**src/rtl/rf_pkg.sv**
```systemverilog
// rf_pkg: shared encodings for the register-file sequencer and its decoder
package rf_pkg;
  localparam logic [2:0] OPC_MOV = 3'b110;
  localparam logic [2:0] OPC_ALU = 3'b101;
  localparam logic [1:0] OP_MOVI = 2'b10;
  localparam logic [1:0] OP_MOVR = 2'b00;
  localparam logic [1:0] ALU_ADD = 2'b00;
  localparam logic [1:0] ALU_CMP = 2'b01;
  localparam logic [1:0] ALU_AND = 2'b10;
  localparam logic [1:0] ALU_MVN = 2'b11;
  localparam int OPC_HI = 15;
  localparam int OPC_LO = 13;
  localparam int OP_HI  = 12;
  localparam int OP_LO  = 11;
  localparam int RN_HI  = 10;
  localparam int RN_LO  = 8;
  localparam int RD_HI  = 7;
  localparam int RD_LO  = 5;
  localparam int SH_HI  = 4;
  localparam int SH_LO  = 3;
  localparam int RM_HI  = 2;
  localparam int RM_LO  = 0;
  localparam int IMM_HI = 7;
  typedef enum logic [6:0] {
    S_WAIT   = 7'b0000001,
    S_DECODE = 7'b0000010,
    S_GET_A  = 7'b0000100,
    S_GET_B  = 7'b0001000,
    S_EXEC   = 7'b0010000,
    S_WR_REG = 7'b0100000,
    S_WR_IMM = 7'b1000000
  } state_t;
  typedef struct packed {
    logic movi;
    logic movr;
    logic alu;
    logic mvn;
    logic cmp;
    logic illegal;
  } iclass_t;
endpackage

```
**src/rtl/rf_seq_ctrl_if.sv**
```systemverilog
// rf_seq_ctrl_if: instruction handshake plus datapath control bundle
interface rf_seq_ctrl_if #(parameter int W = 16, parameter int RW = 3);
  logic          s;
  logic [W-1:0]  in;
  logic          w;
  logic [RW-1:0] readnum;
  logic [RW-1:0] writenum;
  logic          write;
  logic          loada;
  logic          loadb;
  logic          loadc;
  logic          loads;
  logic          asel;
  logic          vsel;
  logic [1:0]    shift;
  logic [1:0]    ALUop;
  logic [W-1:0]  sximm8;
  modport master (
    output s, in,
    input  w, readnum, writenum, write, loada, loadb, loadc, loads, asel, vsel, shift, ALUop, sximm8
  );
  modport slave (
    input  s, in,
    output w, readnum, writenum, write, loada, loadb, loadc, loads, asel, vsel, shift, ALUop, sximm8
  );
endinterface

```
**src/rtl/rf_seq_ctrl_instr_dec.sv**
```systemverilog
// instr_dec: splits IR into fields, sign-extends imm8 and classifies the instruction
module instr_dec
  import rf_pkg::*;
#(parameter int W = 16, parameter int RW = 3) (
  input  logic [W-1:0]  ir,
  output logic [RW-1:0] rn,
  output logic [RW-1:0] rd,
  output logic [RW-1:0] rm,
  output logic [1:0]    op,
  output logic [1:0]    sh,
  output logic [W-1:0]  sximm8,
  output iclass_t       cls
);
  logic [2:0] opc;
  assign opc    = ir[OPC_HI:OPC_LO];
  assign op     = ir[OP_HI:OP_LO];
  assign rn     = ir[RN_HI:RN_LO];
  assign rd     = ir[RD_HI:RD_LO];
  assign rm     = ir[RM_HI:RM_LO];
  assign sh     = ir[SH_HI:SH_LO];
  assign sximm8 = {{(W-8){ir[IMM_HI]}}, ir[IMM_HI:0]};
  // classification; MOV with op 01/11 and unknown opcodes fall out as illegal
  always_comb begin
    cls.movi    = opc == OPC_MOV && op == OP_MOVI;
    cls.movr    = opc == OPC_MOV && op == OP_MOVR;
    cls.alu     = opc == OPC_ALU;
    cls.mvn     = cls.alu && op == ALU_MVN;
    cls.cmp     = cls.alu && op == ALU_CMP;
    cls.illegal = !(cls.movi || cls.movr || cls.alu);
  end
endmodule

```
**src/rtl/rf_seq_ctrl.sv**
```systemverilog
// rf_seq_ctrl: multi-cycle Moore sequencer driving the 8x16 register file and ALU datapath
module rf_seq_ctrl
  import rf_pkg::*;
#(parameter int W = 16, parameter int RW = 3) (
  input  logic        clk,
  input  logic        reset,
  rf_seq_ctrl_if.slave bus
);
  state_t        state, nxt;
  logic [W-1:0]  ir;
  logic [RW-1:0] rn, rd, rm;
  logic [1:0]    op, sh;
  logic [W-1:0]  sximm8;
  iclass_t       cls;
  instr_dec #(.W(W), .RW(RW)) u_dec (
    .ir(ir), .rn(rn), .rd(rd), .rm(rm), .op(op), .sh(sh), .sximm8(sximm8), .cls(cls)
  );
  // state register
  always_ff @(posedge clk or posedge reset)
    if (reset) state <= S_WAIT;
    else state <= nxt;
  // IR captures only when a start is accepted in WAIT
  always_ff @(posedge clk or posedge reset)
    if (reset) ir <= '0;
    else if (state == S_WAIT && bus.s) ir <= bus.in;
  // next-state: MOV imm jumps to write-back, single-operand ops skip GET_A, CMP ends after EXEC
  always_comb begin
    nxt = state == S_WAIT   ? (bus.s ? S_DECODE : S_WAIT) :
          state == S_DECODE ? (cls.illegal ? S_WAIT : cls.movi ? S_WR_IMM :
                               (cls.movr || cls.mvn) ? S_GET_B : S_GET_A) :
          state == S_GET_A  ? S_GET_B :
          state == S_GET_B  ? S_EXEC :
          state == S_EXEC   ? (cls.cmp ? S_WAIT : S_WR_REG) :
          S_WAIT;
  end
  // Moore outputs decoded from the registered state only
  always_comb begin
    bus.w        = state == S_WAIT;
    bus.readnum  = state == S_GET_A ? rn : state == S_GET_B ? rm : '0;
    bus.writenum = state == S_WR_REG ? rd : state == S_WR_IMM ? rn : '0;
    bus.write    = state == S_WR_REG || state == S_WR_IMM;
    bus.loada    = state == S_GET_A;
    bus.loadb    = state == S_GET_B;
    bus.loadc    = state == S_EXEC && !cls.cmp;
    bus.loads    = state == S_EXEC && cls.cmp;
    bus.asel     = state == S_EXEC && (cls.movr || cls.mvn);
    bus.vsel     = state == S_WR_IMM;
    bus.ALUop    = (state == S_EXEC && cls.alu) ? op : ALU_ADD;
    bus.shift    = sh;
    bus.sximm8   = sximm8;
  end
endmodule

```
**src/flat_wrapper.sv**
```systemverilog
// flat-port wrapper written by rule: the top's interface ports become plain ports
module rf_seq_ctrl_flat import rf_pkg::*;
#(parameter int W = 16, parameter int RW = 3)
  (clk, reset, bus_s, bus_in, bus_w, bus_readnum, bus_writenum, bus_write, bus_loada, bus_loadb, bus_loadc, bus_loads, bus_asel, bus_vsel, bus_shift, bus_ALUop, bus_sximm8);
  rf_seq_ctrl_if #(.W(W), .RW(RW)) bus_i ();
  input  logic clk;
  input  logic reset;
  input wire logic [$bits(bus_i.s)-1:0] bus_s;
  input wire logic [$bits(bus_i.in)-1:0] bus_in;
  output wire logic [$bits(bus_i.w)-1:0] bus_w;
  output wire logic [$bits(bus_i.readnum)-1:0] bus_readnum;
  output wire logic [$bits(bus_i.writenum)-1:0] bus_writenum;
  output wire logic [$bits(bus_i.write)-1:0] bus_write;
  output wire logic [$bits(bus_i.loada)-1:0] bus_loada;
  output wire logic [$bits(bus_i.loadb)-1:0] bus_loadb;
  output wire logic [$bits(bus_i.loadc)-1:0] bus_loadc;
  output wire logic [$bits(bus_i.loads)-1:0] bus_loads;
  output wire logic [$bits(bus_i.asel)-1:0] bus_asel;
  output wire logic [$bits(bus_i.vsel)-1:0] bus_vsel;
  output wire logic [$bits(bus_i.shift)-1:0] bus_shift;
  output wire logic [$bits(bus_i.ALUop)-1:0] bus_ALUop;
  output wire logic [$bits(bus_i.sximm8)-1:0] bus_sximm8;
  assign bus_i.s = bus_s;
  assign bus_i.in = bus_in;
  assign bus_w = bus_i.w;
  assign bus_readnum = bus_i.readnum;
  assign bus_writenum = bus_i.writenum;
  assign bus_write = bus_i.write;
  assign bus_loada = bus_i.loada;
  assign bus_loadb = bus_i.loadb;
  assign bus_loadc = bus_i.loadc;
  assign bus_loads = bus_i.loads;
  assign bus_asel = bus_i.asel;
  assign bus_vsel = bus_i.vsel;
  assign bus_shift = bus_i.shift;
  assign bus_ALUop = bus_i.ALUop;
  assign bus_sximm8 = bus_i.sximm8;
  rf_seq_ctrl #(.W(W), .RW(RW)) u_core (.clk(clk), .reset(reset), .bus(bus_i));
endmodule
```
**config.mk**
```make
export PLATFORM = sky130hd
export DESIGN_NAME = rf_seq_ctrl_flat
export DESIGN_NICKNAME = d
export VERILOG_FILES = /design/src/rtl/rf_pkg.sv /design/src/rtl/rf_seq_ctrl_if.sv /design/src/rtl/rf_seq_ctrl_instr_dec.sv /design/src/rtl/rf_seq_ctrl.sv /design/src/flat_wrapper.sv
export SDC_FILE = /design/constraint.sdc
export NUM_CORES = 1
export LEC_CHECK = 0
export BUFFER_PORTS_ARGS = -buffer_cell sky130_fd_sc_hd__buf_2
export CORE_ASPECT_RATIO = 0.7
export CORE_MARGIN = 3
export CORE_UTILIZATION = 40
export DETAILED_ROUTE_END_ITERATION = 6
export GPL_ROUTABILITY_DRIVEN = 0
export GPL_TIMING_DRIVEN = 0
export PLACE_DENSITY = 0.74
export SKIP_LAST_GASP = 1
export SLEW_MARGIN = 20
export SYNTH_ARGS = -nofsm -noshare
export SYNTH_HDL_FRONTEND = slang
export SYNTH_SLANG_ARGS = --single-unit
```
**constraint.sdc**
```tcl
create_clock -name clk -period 1.88 [get_ports clk]
set_clock_uncertainty 0.15 [all_clocks]
set_input_delay 0.094 -clock clk [delete_from_list [all_inputs] [get_ports clk]]
set_output_delay 0.094 -clock clk [all_outputs]
set_load 0.01 [all_outputs]
```
======== Yosys cells after proc, flatten, opt, wreduce, memory -nomap -nowiden ========
Cells that the tools add are included.
word-level totals
  bits in writable memories ............... 0
  bits in registers ....................... 23
  bits in latches ......................... 0
  memories kept ........................... 0
  memory bits (read-only) ................. 0
  bits of input ports ..................... 19
  word-level logic and storage cells ...... 44
operators by class
  reduce and logical (&&, ||, !) cells .... 15
  $mul .................................... 0
  muxes and demuxes ....................... 15
  bitwise operators ....................... 0
  shift operators ......................... 0
  div/mod/pow operators ................... 0
  equal/unequal tests ..................... 12
  add/subtract/negate cells ............... 0
  magnitude comparators ................... 0
operator list
  operator                                                                count
  7-bit 2-to-1 mux                                                        7
  3-bit 2-to-1 mux                                                        4
  1-bit logical AND                                                       9
  7-bit by 1-bit equality test with 1-bit output (second input constant)  1
  7-bit by 2-bit equality test with 1-bit output (second input constant)  1
  7-bit by 3-bit equality test with 1-bit output (second input constant)  1
  7-bit by 4-bit equality test with 1-bit output (second input constant)  1
  7-bit by 5-bit equality test with 1-bit output (second input constant)  1
  7-bit by 6-bit equality test with 1-bit output (second input constant)  1
  7-bit equality test (second input constant)                             1
  3-bit equality test (second input constant)                             2
  6-bit 2-to-1 mux                                                        1
  2-bit equality test (second input constant)                             2
  1-bit logical OR                                                        4
  2-bit 2-to-1 mux                                                        2
  4-bit 2-to-1 mux                                                        1
  2-bit by 1-bit equality test with 1-bit output (second input constant)  1
  2-bit zero test                                                         1
  1-bit zero test                                                         1

======== Longest topological paths before layout ========
Gate-level depths: netlist (run 1).
  depth in word-level cells ............... 8
  depth in mapped cells ................... 5
  mapped depth without buffers ............ 4

======== Hierarchy ========
Synthesis (run 1) repeated with hierarchy kept, for this count alone.
second synthesis, totals
  cell total of the unflattened synthesis .. 133
  area, all modules ....................... 1441.4 µm²
by module, submodules not included
  module       sequential area each (µm²)  area an instance (µm²)  instances  cells each
  rf_seq_ctrl  576.8                       1168.6                  1          97
  instr_dec    0.0                         272.8                   1          36

======== Worst setup path before layout (run 1) ========
Ideal clock, no wire load.
  kind .................................... reg2reg
  start point ............................. register u_core.state[3]
  end point ............................... register u_core.ir[0]
  setup time .............................. 125 ps
  period minus slack after synthesis ...... 1613 ps
  path slack .............................. 267 ps
  cell stages (with the launch flop) ...... 5
  arrival time ............................ 1338 ps
  data required time ...................... 1605 ps
  path through ............................ dfrtp_1 nor3_2 nand4_4 buf_6 mux2_4
on the way
  word-level cells in the longest chain between the ends .. 2
RTL lines
  item                                            line               RTL
  from (decl)                                     rf_seq_ctrl.sv:9   state_t state, nxt;
  from (signal assigned)                          rf_seq_ctrl.sv:21  else state <= nxt;
  7-bit by 1-bit equality test with 1-bit output  rf_seq_ctrl.sv:25  else if (state == S_WAIT && bus.s) ir <= bus.in;
  1-bit logical AND                               rf_seq_ctrl.sv:25
  to (signal assigned)                            rf_seq_ctrl.sv:25
  to (decl)                                       rf_seq_ctrl.sv:10  logic [W-1:0] ir;
Every way passes these cells.
A chain may end at the register's enable or synchronous reset.

======== Worst setup path after layout (run 1) ========
  start point ............................. register u_core.state[2]
  end point ............................... output bus_ALUop[1]
on the way
  word-level cells in the longest chain between the ends .. 3
RTL lines
  item                                            line                RTL
  7-bit by 5-bit equality test with 1-bit output  rf_seq_ctrl.sv:48   bus.ALUop = (state == S_EXEC && cls.alu) ? op : ALU_ADD;
  1-bit logical AND                               rf_seq_ctrl.sv:48
  2-bit 2-to-1 mux                                rf_seq_ctrl.sv:48
  to (decl)                                       flat_wrapper.sv:21  output wire logic [$bits(bus_i.ALUop)-1:0] bus_ALUop;
Every way passes these cells.

==> impl_metrics.yaml, run 1 <==
status:
  status: "completed"
route:
  antenna_left: 0
  wl_met1_mm: 1.38
  routed-wl-met2_mm: 1.57
  drt_iter0_drc: 26
  vias: 1141
  via_per_inst: 4.83
  highest_layer: "met4"
  wl_mm: 3.17
  wire_per_inst_um: 13.4
  wl_met3_um: 194
  drc: 0
  dr.pass1.iters: 4
clock_tree:
  numCtsBuffers: 3
  clk_pin_slew_ns: 0.08
  clockBufferDepth: 2
  cts-root-buf: "clkbuf_8"
  cts_tree: "done"
  h-tree-depth: 1
  clkSinkCount: 23
  insertion_delay_ns: 0.26
synth:
  synth_fp_nets: 139
  yosysMostFrequentCell: "dfrtp_1"
  ys_seq_elements: 23
  synth.area.top_cells: "dfrtp_1, buf_4, mux2_4"
  yosysTopAreaCellShare_pct: 42.2
  yosys.area.top_type: "dfrtp_1"
  synth_common_cells: "dfrtp_1, buf_4, nor2_1"
  netlist_instances: 120
  ys_warn_count: 0
  syn_area_mm2: 0.00131
  synth_cell_types: 27
  synth_area_per_cell_um2: 10.9
  async_flop_share_pct: 100
  synthFlopType: "dfrtp_1"
  synth_edf_count: 0
  yosysSeqAreaShare_pct: 44.2
finish:
  multi_input_area_um2: 627
  layout-drive-gt1-share_pct: 56.3
  nets: 219
  area_growth_pct: 48.5
  seq_area_um2: 582
  finish.utilization_pct: 65.9
  nFillCells: 228
floorplan:
  start_util_pct: 44.3
  ios: 53
  die_area_mm2: 0.00399
  core_area_mm2: 0.00294
  die_y_um: 53.8
  die_x_um: 74.3
  rows: 16
worst_hold_path:
  min_path_cells: 3
  hold_path_class: "primary input to register"
  hp-start: "bus_s"
  min_to: "u_core.ir[9]"
power:
  powerDensity_mw_per_mm2: 1340
  ir_drop_v: 0.000736
  p_total_mw: 2.60
  p_leak_nw: 0.980
global_routing:
  grt_max_degree: 24
  grt_pass1_vias: 1136
  grt_remaining_overflow: 0
  grt_use_total_pct: 15.9
  antenna_found_initial: 0
  grt_pass1_wl_mm: 4.83
worst_setup_path:
  cp_cell_sequence: "nor4_4, nand3_1, buf_6, nor3_2, buf_2"
  r2r-start: "u_core.state[1]"
  crit_fanout: 7
  critPathKind: "register to output pin"
  r2r_slack_ns: 0.03
  rr_worst_depth: 5
  r2r-end: "u_core.ir[0]"
  startpoint_type: "register"
  end_kind: "output pin"
  cp.arrival_ns: 1.62
  critPathRequiredTime_ns: 1.64
  crit_family: "simple AND/OR/NAND/NOR gates"
  worst-path-buf-inv: 2
  crit_slowest_cell: "dfrtp_2"
  cpPeakStageDelay_ns: 0.47
sta:
  period_needed_ns: 1.86
  report.final.slew_viol_count: 0
  grt_setup_unrepaired: "yes"
  slew_headroom_pct: 42.8
  fin_hold_ws_ns: 0.151
  tightest_slew_ns: 0.856
  finalCritPeriodShare_pct: 98.9
  hold_violations: 0
  fmax_ghz: 0.538
  finalSetupViolCount: 0
flow_run:
  drv_cap: 0
placement:
  dpl.hpwl_mm: 2.26
  port_buffers: 52
[cell families after synthesis]
| logic type | Yosys count | synth area share [%] |
|---|---|---|
| simple gates | 45 | 19.8 |
| flops | 23 | 44.2 |
| buf+inv | 22 | 12.1 |
| mux | 16 | 16.4 |
| compound gates | 13 | 6.81 |
| xor+xnor | 1 | 0.671 |
[registers in the layout (all words and copies together), names as in the netlist]
name	count
u_core.ir	16
u_core.state	7
[cell type report]
class	instances	area share [%]
timing repair buffer	75	24.7
inverter	3	0.581
tap	36	2.32
sequential	23	30.0
buffer	19	7.55
multi-input combinational	75	32.3
clock buffer	4	2.32
antenna	1	0.129
[cells in the final DEF (no fill, tap or decap)]
cell type       n
or3b_4          1
nor4_4          2
nor2b_2         1
nor3_1          2
nor3_4          1
and3_1          2
nor3_2          4
buf_4          23
nor2_1         12
dfrtp_1        18
mux2_2          7
xor2_1          1
mux2_4          9
buf_6           2
clkbuf_8        3
o21ai_0         2
o22ai_2         1
o21bai_1        1
nand3_1         2
nand2b_1        3
buf_2          52
o211ai_1        1
dlygate4sd3_1  17
clkbuf_1        1
a21oi_1         1
a22oi_1         6
nand4_4         1
diode_2         1
nand2_1         6
dfstp_2         1
nor2b_1         8
dfrtp_2         4
inv_1           3
a21o_1          1
[metrics by stage]
step	setup TNS (ns)	std cells	worst slack (ns)	instance area (µm²)
detailed placement	0	208	0.0975	1610
global placement	0	208	0.131	1610
CTS	-0.0160	230	-0.0160	1870
floorplan	0	120	0.267	1310
finish	0	236	0.0209	1940
global route	-0.497	235	-0.0518	1940
[metal layers]
metal / track usage, % / vias up
li1: - / 555
met1: 18.9 / 549
met2: 28.4 / 35
met3: 5.04 / 2
met4: 3.55 / 0
met5: 0 / -
[where the power goes]
| group | internal [mW] | total [mW] | switching, mW |
|---|---|---|---|
| Combinational | 0.805 | 1.35 | 0.545 |
| Clock | 0.151 | 0.301 | 0.150 |
| Sequential | 0.703 | 0.951 | 0.248 |
| Total | 1.66 | 2.60 | 0.943 |
[worst max-delay path by stage]
stage | start | endpoint | slack (ns) | depth (start not counted)
6_report | u_core.state[2] | bus_ALUop[1] | 0.02 | 5
5_1_grt | u_core.ir[14] | bus_loads | -0.05 | 4
4_1_cts | u_core.state[3] | bus_ALUop[1] | -0.02 | 5
3_5_place_dp | u_core.state[3] | u_core.ir[12] | 0.1 | 4
3_3_place_gp | u_core.state[3] | u_core.ir[3] | 0.13 | 4
2_1_floorplan | u_core.state[3] | u_core.ir[0] | 0.27 | 4
[worst register-to-register path: stages (launching register included)]
cell and delay [ns]:
dfrtp_2 0.45, buf_4 0.15, nor3_2 0.22, nand4_4 0.24, buf_6 0.23, mux2_4 0.30
[timing repair]
item | in CTS | in global routing
pin swaps | 1 | 4
gates resized for setup | 8 | 7
hold buffers | 17 | 0
buffers inserted | 1 | 5
endpoints found under the hold margin | 38 | 0
endpoints found under the setup margin | 10 | 10
Note: power is estimated with default switching activity, not from simulation.
==> run 2, diff against run 1 <==
--- a/config.mk
+++ b/config.mk
@@ -6,13 +6,15 @@
 export NUM_CORES = 1
 export LEC_CHECK = 0
 export BUFFER_PORTS_ARGS = -buffer_cell sky130_fd_sc_hd__buf_2
+export CELL_PAD_IN_SITES_DETAIL_PLACEMENT = 0
+export CELL_PAD_IN_SITES_GLOBAL_PLACEMENT = 1
 export CORE_ASPECT_RATIO = 0.7
 export CORE_MARGIN = 3
-export CORE_UTILIZATION = 40
+export CORE_UTILIZATION = 35
 export DETAILED_ROUTE_END_ITERATION = 6
 export GPL_ROUTABILITY_DRIVEN = 0
 export GPL_TIMING_DRIVEN = 0
-export PLACE_DENSITY = 0.74
+export PLACE_DENSITY = 0.84
 export SKIP_LAST_GASP = 1
 export SLEW_MARGIN = 20
 export SYNTH_ARGS = -nofsm -noshare
==> constraint.sdc (replaced) <==
create_clock -name clk -period 1.88 [get_ports clk]
set_clock_uncertainty 0.15 [all_clocks]
set_input_delay 0.094 -clock clk [delete_from_list [all_inputs] [get_ports clk]]
set_output_delay 0.094 -clock clk [all_outputs]
set_load 0.005 [all_outputs]
==> impl_metrics.yaml, run 2 (synthesis gave the netlist of run 1 again) <==
finish:
  finalNonFillerCells: 249
  finish.utilization_pct: 58.7
  antenna_cells: 0
  area_growth_pct: 51.2
  largest_register_ffs: 16
  nets: 222
  final_common_cell: "buf_2"
  final_cell_area_mm2: 0.00197
  layout-drive-gt1-share_pct: 57.4
  top_register: "u_core.ir"
  final_cell_mix: "buf_2, buf_4, dfrtp_1"
  reg_top3: "u_core.ir: 16 flops, u_core.state: 7 flops"
route:
  vias: 1111
  routed-wl-met2_mm: 1.44
  drt_iter0_drc: 60
  wl_met1_mm: 1.51
  highest_layer: "met4"
  antenna_left: 0
  via_per_inst: 4.46
  wire_per_inst_um: 12.8
  wl_met3_um: 195
  drc: 0
  wl_mm: 3.19
  dr.pass1.iters: 4
power:
  p_seq_share_pct: 36.9
  p_switching_uw: 858
  p_leak_nw: 0.992
  pwr-share-clk_pct: 12.1
  pwr-share-comb_pct: 51.0
  powerDensity_mw_per_mm2: 1290
  ir_drop_v: 0.000674
  power.share.switching_pct: 33.7
  power.internal_mw: 1.69
global_routing:
  grt_remaining_overflow: 0
  grt_pass1_wl_mm: 4.84
  grt_max_degree: 24
  antenna_found_initial: 0
  grt_pass1_vias: 1009
  grt_use_total_pct: 13.9
sta:
  fmax_ghz: 0.552
  tightest_slew_ns: 0.897
  hold_violations: 0
  fin_hold_ws_ns: 0.138
  finalCritPeriodShare_pct: 96.4
  grt_setup_unrepaired: "yes"
  period_needed_ns: 1.81
  finalSetupViolCount: 0
  layout_setup_ws_ns: 0.0673
  report.final.slew_viol_count: 0
  slew_headroom_pct: 40.1
placement:
  dpl.hpwl_mm: 2.20
  placedCellCount: 219
  placed_cell_area_mm2: 0.00162
  port_buffers: 52
  dp_slack_ns: 0.120
worst_setup_path:
  r2r_slack_ns: 0.08
  startpoint_type: "register"
  startpoint: "u_core.state[2]"
  critPathRequiredTime_ns: 1.64
  crit_fanout: 5
  cp.arrival_ns: 1.57
  critPathKind: "register to output pin"
  r2r-start: "u_core.state[3]"
  end_kind: "output pin"
clock_tree:
  clkSinkCount: 23
  numCtsBuffers: 3
  insertion_delay_ns: 0.27
  h-tree-depth: 1
  cts_tree: "done"
  clk_pin_slew_ns: 0.08
  clockBufferDepth: 2
  cts-root-buf: "clkbuf_8"
worst_hold_path:
  hold_path_class: "primary input to register"
  hp-start: "bus_s"
floorplan:
  rows: 17
  die_y_um: 57.1
  start_util_pct: 38.8
  core_area_mm2: 0.00336
  die_area_mm2: 0.00451
  die_x_um: 79.0
  ios: 53
flow_run:
  drv_cap: 0
status:
  status: "completed"
## run 2: power by group through the flow
stage | clock (mW) | sequential [mW] | combinational (mW)
finish | 0.309 | 0.940 | 1.30
global route | 0.344 | 0.966 | 1.40
CTS | 0.315 | 0.930 | 1.20
detailed placement | 0 | 0.936 | 1.12
global placement | 0 | 0.922 | 1.10
floorplan | 0 | 0.864 | 0.830
## run 2: layout make-up
class	count	area, µm²
inverter	3	11.3
buffer	19	146
tap	47	58.8
clock inverter	1	5.00
sequential	23	581
fill	288	1390
multi-input combinational	75	628
clock buffer	3	41.3
timing repair buffer	78	502
## run 2: final timing paths
check,end,cells after the start
max in group asynchronous,u_core.state[1],3
min reg2reg,u_core.ir[14],1
min in group asynchronous,u_core.ir[2],3
min,u_core.ir[10],3
max,bus_loads,5
max reg2reg,u_core.ir[11],4
## run 2: repair_timing
item,in CTS,in global routing
setup buffers,2,7
pin swaps,1,3
gates resized for setup,5,9
hold buffers,17,0
cloned,0,0
endpoints found under the hold margin,38,0
setup endpoints to repair,6,13
## run 2: critical path, stage by stage, from the launching register on
cell	delay, ns
dfrtp_2	0.46
nor4_4	0.30
nand3_2	0.18
buf_6	0.16
nor2b_1	0.09
buf_2	0.11
## run 2: routing by layer
metal / vias to the layer above / track usage (%)
li1: 566 / -
met1: 508 / 19.1
met2: 33 / 20.6
met3: 4 / 4.26
met4: 0 / 5.15
met5: - / 0
## run 2: stage by stage
stage | setup TNS (ns) | power (mW)
final | 0 | 2.55
after global routing | -0.0863 | 2.71
after CTS | -0.0110 | 2.44
after detailed placement | 0 | 2.06
after global placement | 0 | 2.03
after floorplan | 0 | 1.69
==> run 3, diff against run 2 <==
--- a/config.mk
+++ b/config.mk
@@ -15,6 +15,7 @@
 export GPL_ROUTABILITY_DRIVEN = 0
 export GPL_TIMING_DRIVEN = 0
 export PLACE_DENSITY = 0.84
+export SETUP_SLACK_MARGIN = 0.15
 export SKIP_LAST_GASP = 1
 export SLEW_MARGIN = 20
 export SYNTH_ARGS = -nofsm -noshare
==> impl_metrics.yaml, run 3 (synthesis gave the netlist of run 1 again) <==
power:
  power.internal_mw: 1.73
  powerDensity_mw_per_mm2: 1280
  pwr-share-comb_pct: 52.5
  power.share.switching_pct: 34.0
  p_leak_nw: 1.01
  p_switching_uw: 891
  pwr-share-clk_pct: 11.8
  ir_drop_v: 0.000675
  p_seq_share_pct: 35.7
route:
  antenna_left: 0
  via_per_inst: 4.55
  drt_iter0_drc: 62
  wire_per_inst_um: 13.2
  vias: 1156
  drc: 0
  wl_mm: 3.36
  dr.pass1.iters: 4
clock_tree:
  h-tree-depth: 1
  insertion_delay_ns: 0.27
  cts_tree: "done"
  clkSinkCount: 23
  numCtsBuffers: 3
  clockBufferDepth: 2
  clk_pin_slew_ns: 0.08
  cts-root-buf: "clkbuf_8"
finish:
  area_growth_pct: 56.6
  reg_top3: "u_core.ir: 16 flops, u_core.state: 7 flops"
  antenna_cells: 0
  final_common_cell: "buf_2"
  nFillCells: 277
  layout-drive-gt1-share_pct: 62.3
  nets: 227
  final_cell_mix: "buf_2, buf_4, dlygate4sd3_1, dfrtp_1, nor2_1"
  top_register: "u_core.ir"
  largest_register_ffs: 16
floorplan:
  core_area_mm2: 0.00336
  start_util_pct: 38.8
  die_x_um: 79.0
  rows: 17
  die_area_mm2: 0.00451
  ios: 53
  die_y_um: 57.1
placement:
  dpl.hpwl_mm: 2.20
  port_buffers: 52
  dp_slack_ns: 0.120
global_routing:
  grt_remaining_overflow: 0
  grt_use_total_pct: 14.8
  grt_max_degree: 24
  grt_pass1_wl_mm: 5.15
  antenna_found_initial: 0
  grt_pass1_vias: 1059
worst_setup_path:
  startpoint_type: "register"
  crit_fanout: 6
  cp.arrival_ns: 1.56
  critPathKind: "register to output pin"
  critPathRequiredTime_ns: 1.64
  rr_worst_depth: 5
  end_kind: "output pin"
sta:
  layout_setup_ws_ns: 0.0796
  finalSetupViolCount: 0
  slew_headroom_pct: 40.5
  report.final.slew_viol_count: 0
  finalCritPeriodShare_pct: 95.8
  fmax_ghz: 0.555
  tightest_slew_ns: 0.891
  grt_setup_unrepaired: "yes"
  period_needed_ns: 1.80
  hold_violations: 0
  fin_hold_ws_ns: 0.178
flow_run:
  drv_cap: 0
worst_hold_path:
  hold_path_class: "primary input to register"
  min_path_cells: 4
status:
  status: "completed"
-- run 3: layout make-up --
| cell class | count | area [µm²] | share of cell area (%) |
|---|---|---|---|
| repair buffers | 83 | 536 | 26.2 |
| inverters | 3 | 11.3 | 0.551 |
| well taps | 47 | 58.8 | 2.88 |
| plain buffers | 19 | 146 | 7.16 |
| clock buffers | 3 | 41.3 | 2.02 |
| flip-flops and latches | 23 | 583 | 28.5 |
| clock inverters | 1 | 5.00 | 0.245 |
| multi-input cells | 75 | 662 | 32.4 |
-- run 3: critical path: stages, from the launching register on --
cell and delay [ns]:
dfrtp_2 0.45, nor4_4 0.32, nand3_2 0.19, inv_1 0.08
and3_1 0.14, buf_2 0.10
-- run 3: metrics by stage --
stage                     power, mW  area [µm²]  utilization [%]  TNS, ns  std cells
after floorplan                1.69        1310                -        0        120
after global placement         2.03        1620             48.3        0        219
after detailed placement       2.06        1620             48.3        0        219
after CTS                      2.56        1980             58.9        0        250
after global routing           2.79        2040             60.8  -0.0649        254
final                          2.62        2040             60.8        0        254
-- run 3: what timing repair did --
action                     in CTS  in global routing
pin swaps                       9                  8
hold endpoints to repair       38                  0
gates resized for setup        15                  8
hold buffers                   17                  0
buffers inserted               10                  4
setup endpoints to repair      24                 15
-- run 3: per-layer routing --
layer	GRT usage (%)	share of wire (%)	vias up	wire length, µm
li1	-	-	577	-
met1	19.9	44	536	1500
met2	22.8	48	39	1620
met3	4.26	6.1	4	204
met4	5.15	1.1	0	38
met5	0	0	-	0
-- run 3: power groups by stage --
stage	clock network (mW)	logic (mW)	registers, mW
floorplan	0	0.830	0.864
global placement	0	1.10	0.922
detailed placement	0	1.12	0.936
CTS	0.315	1.31	0.932
global route	0.345	1.48	0.962
finish	0.310	1.38	0.935
-- run 3: final timing paths --
path | slack, ns | start | endpoint
max reg2reg | 0.11 | u_core.state[3] | u_core.ir[11]
min in group asynchronous | 0.40 | reset | u_core.ir[2]
min reg2reg | 0.39 | u_core.ir[14] | u_core.ir[14]
min | 0.18 | bus_s | u_core.state[1]
max in group asynchronous | 0.57 | reset | u_core.state[4]
max | 0.08 | u_core.state[3] | bus_asel
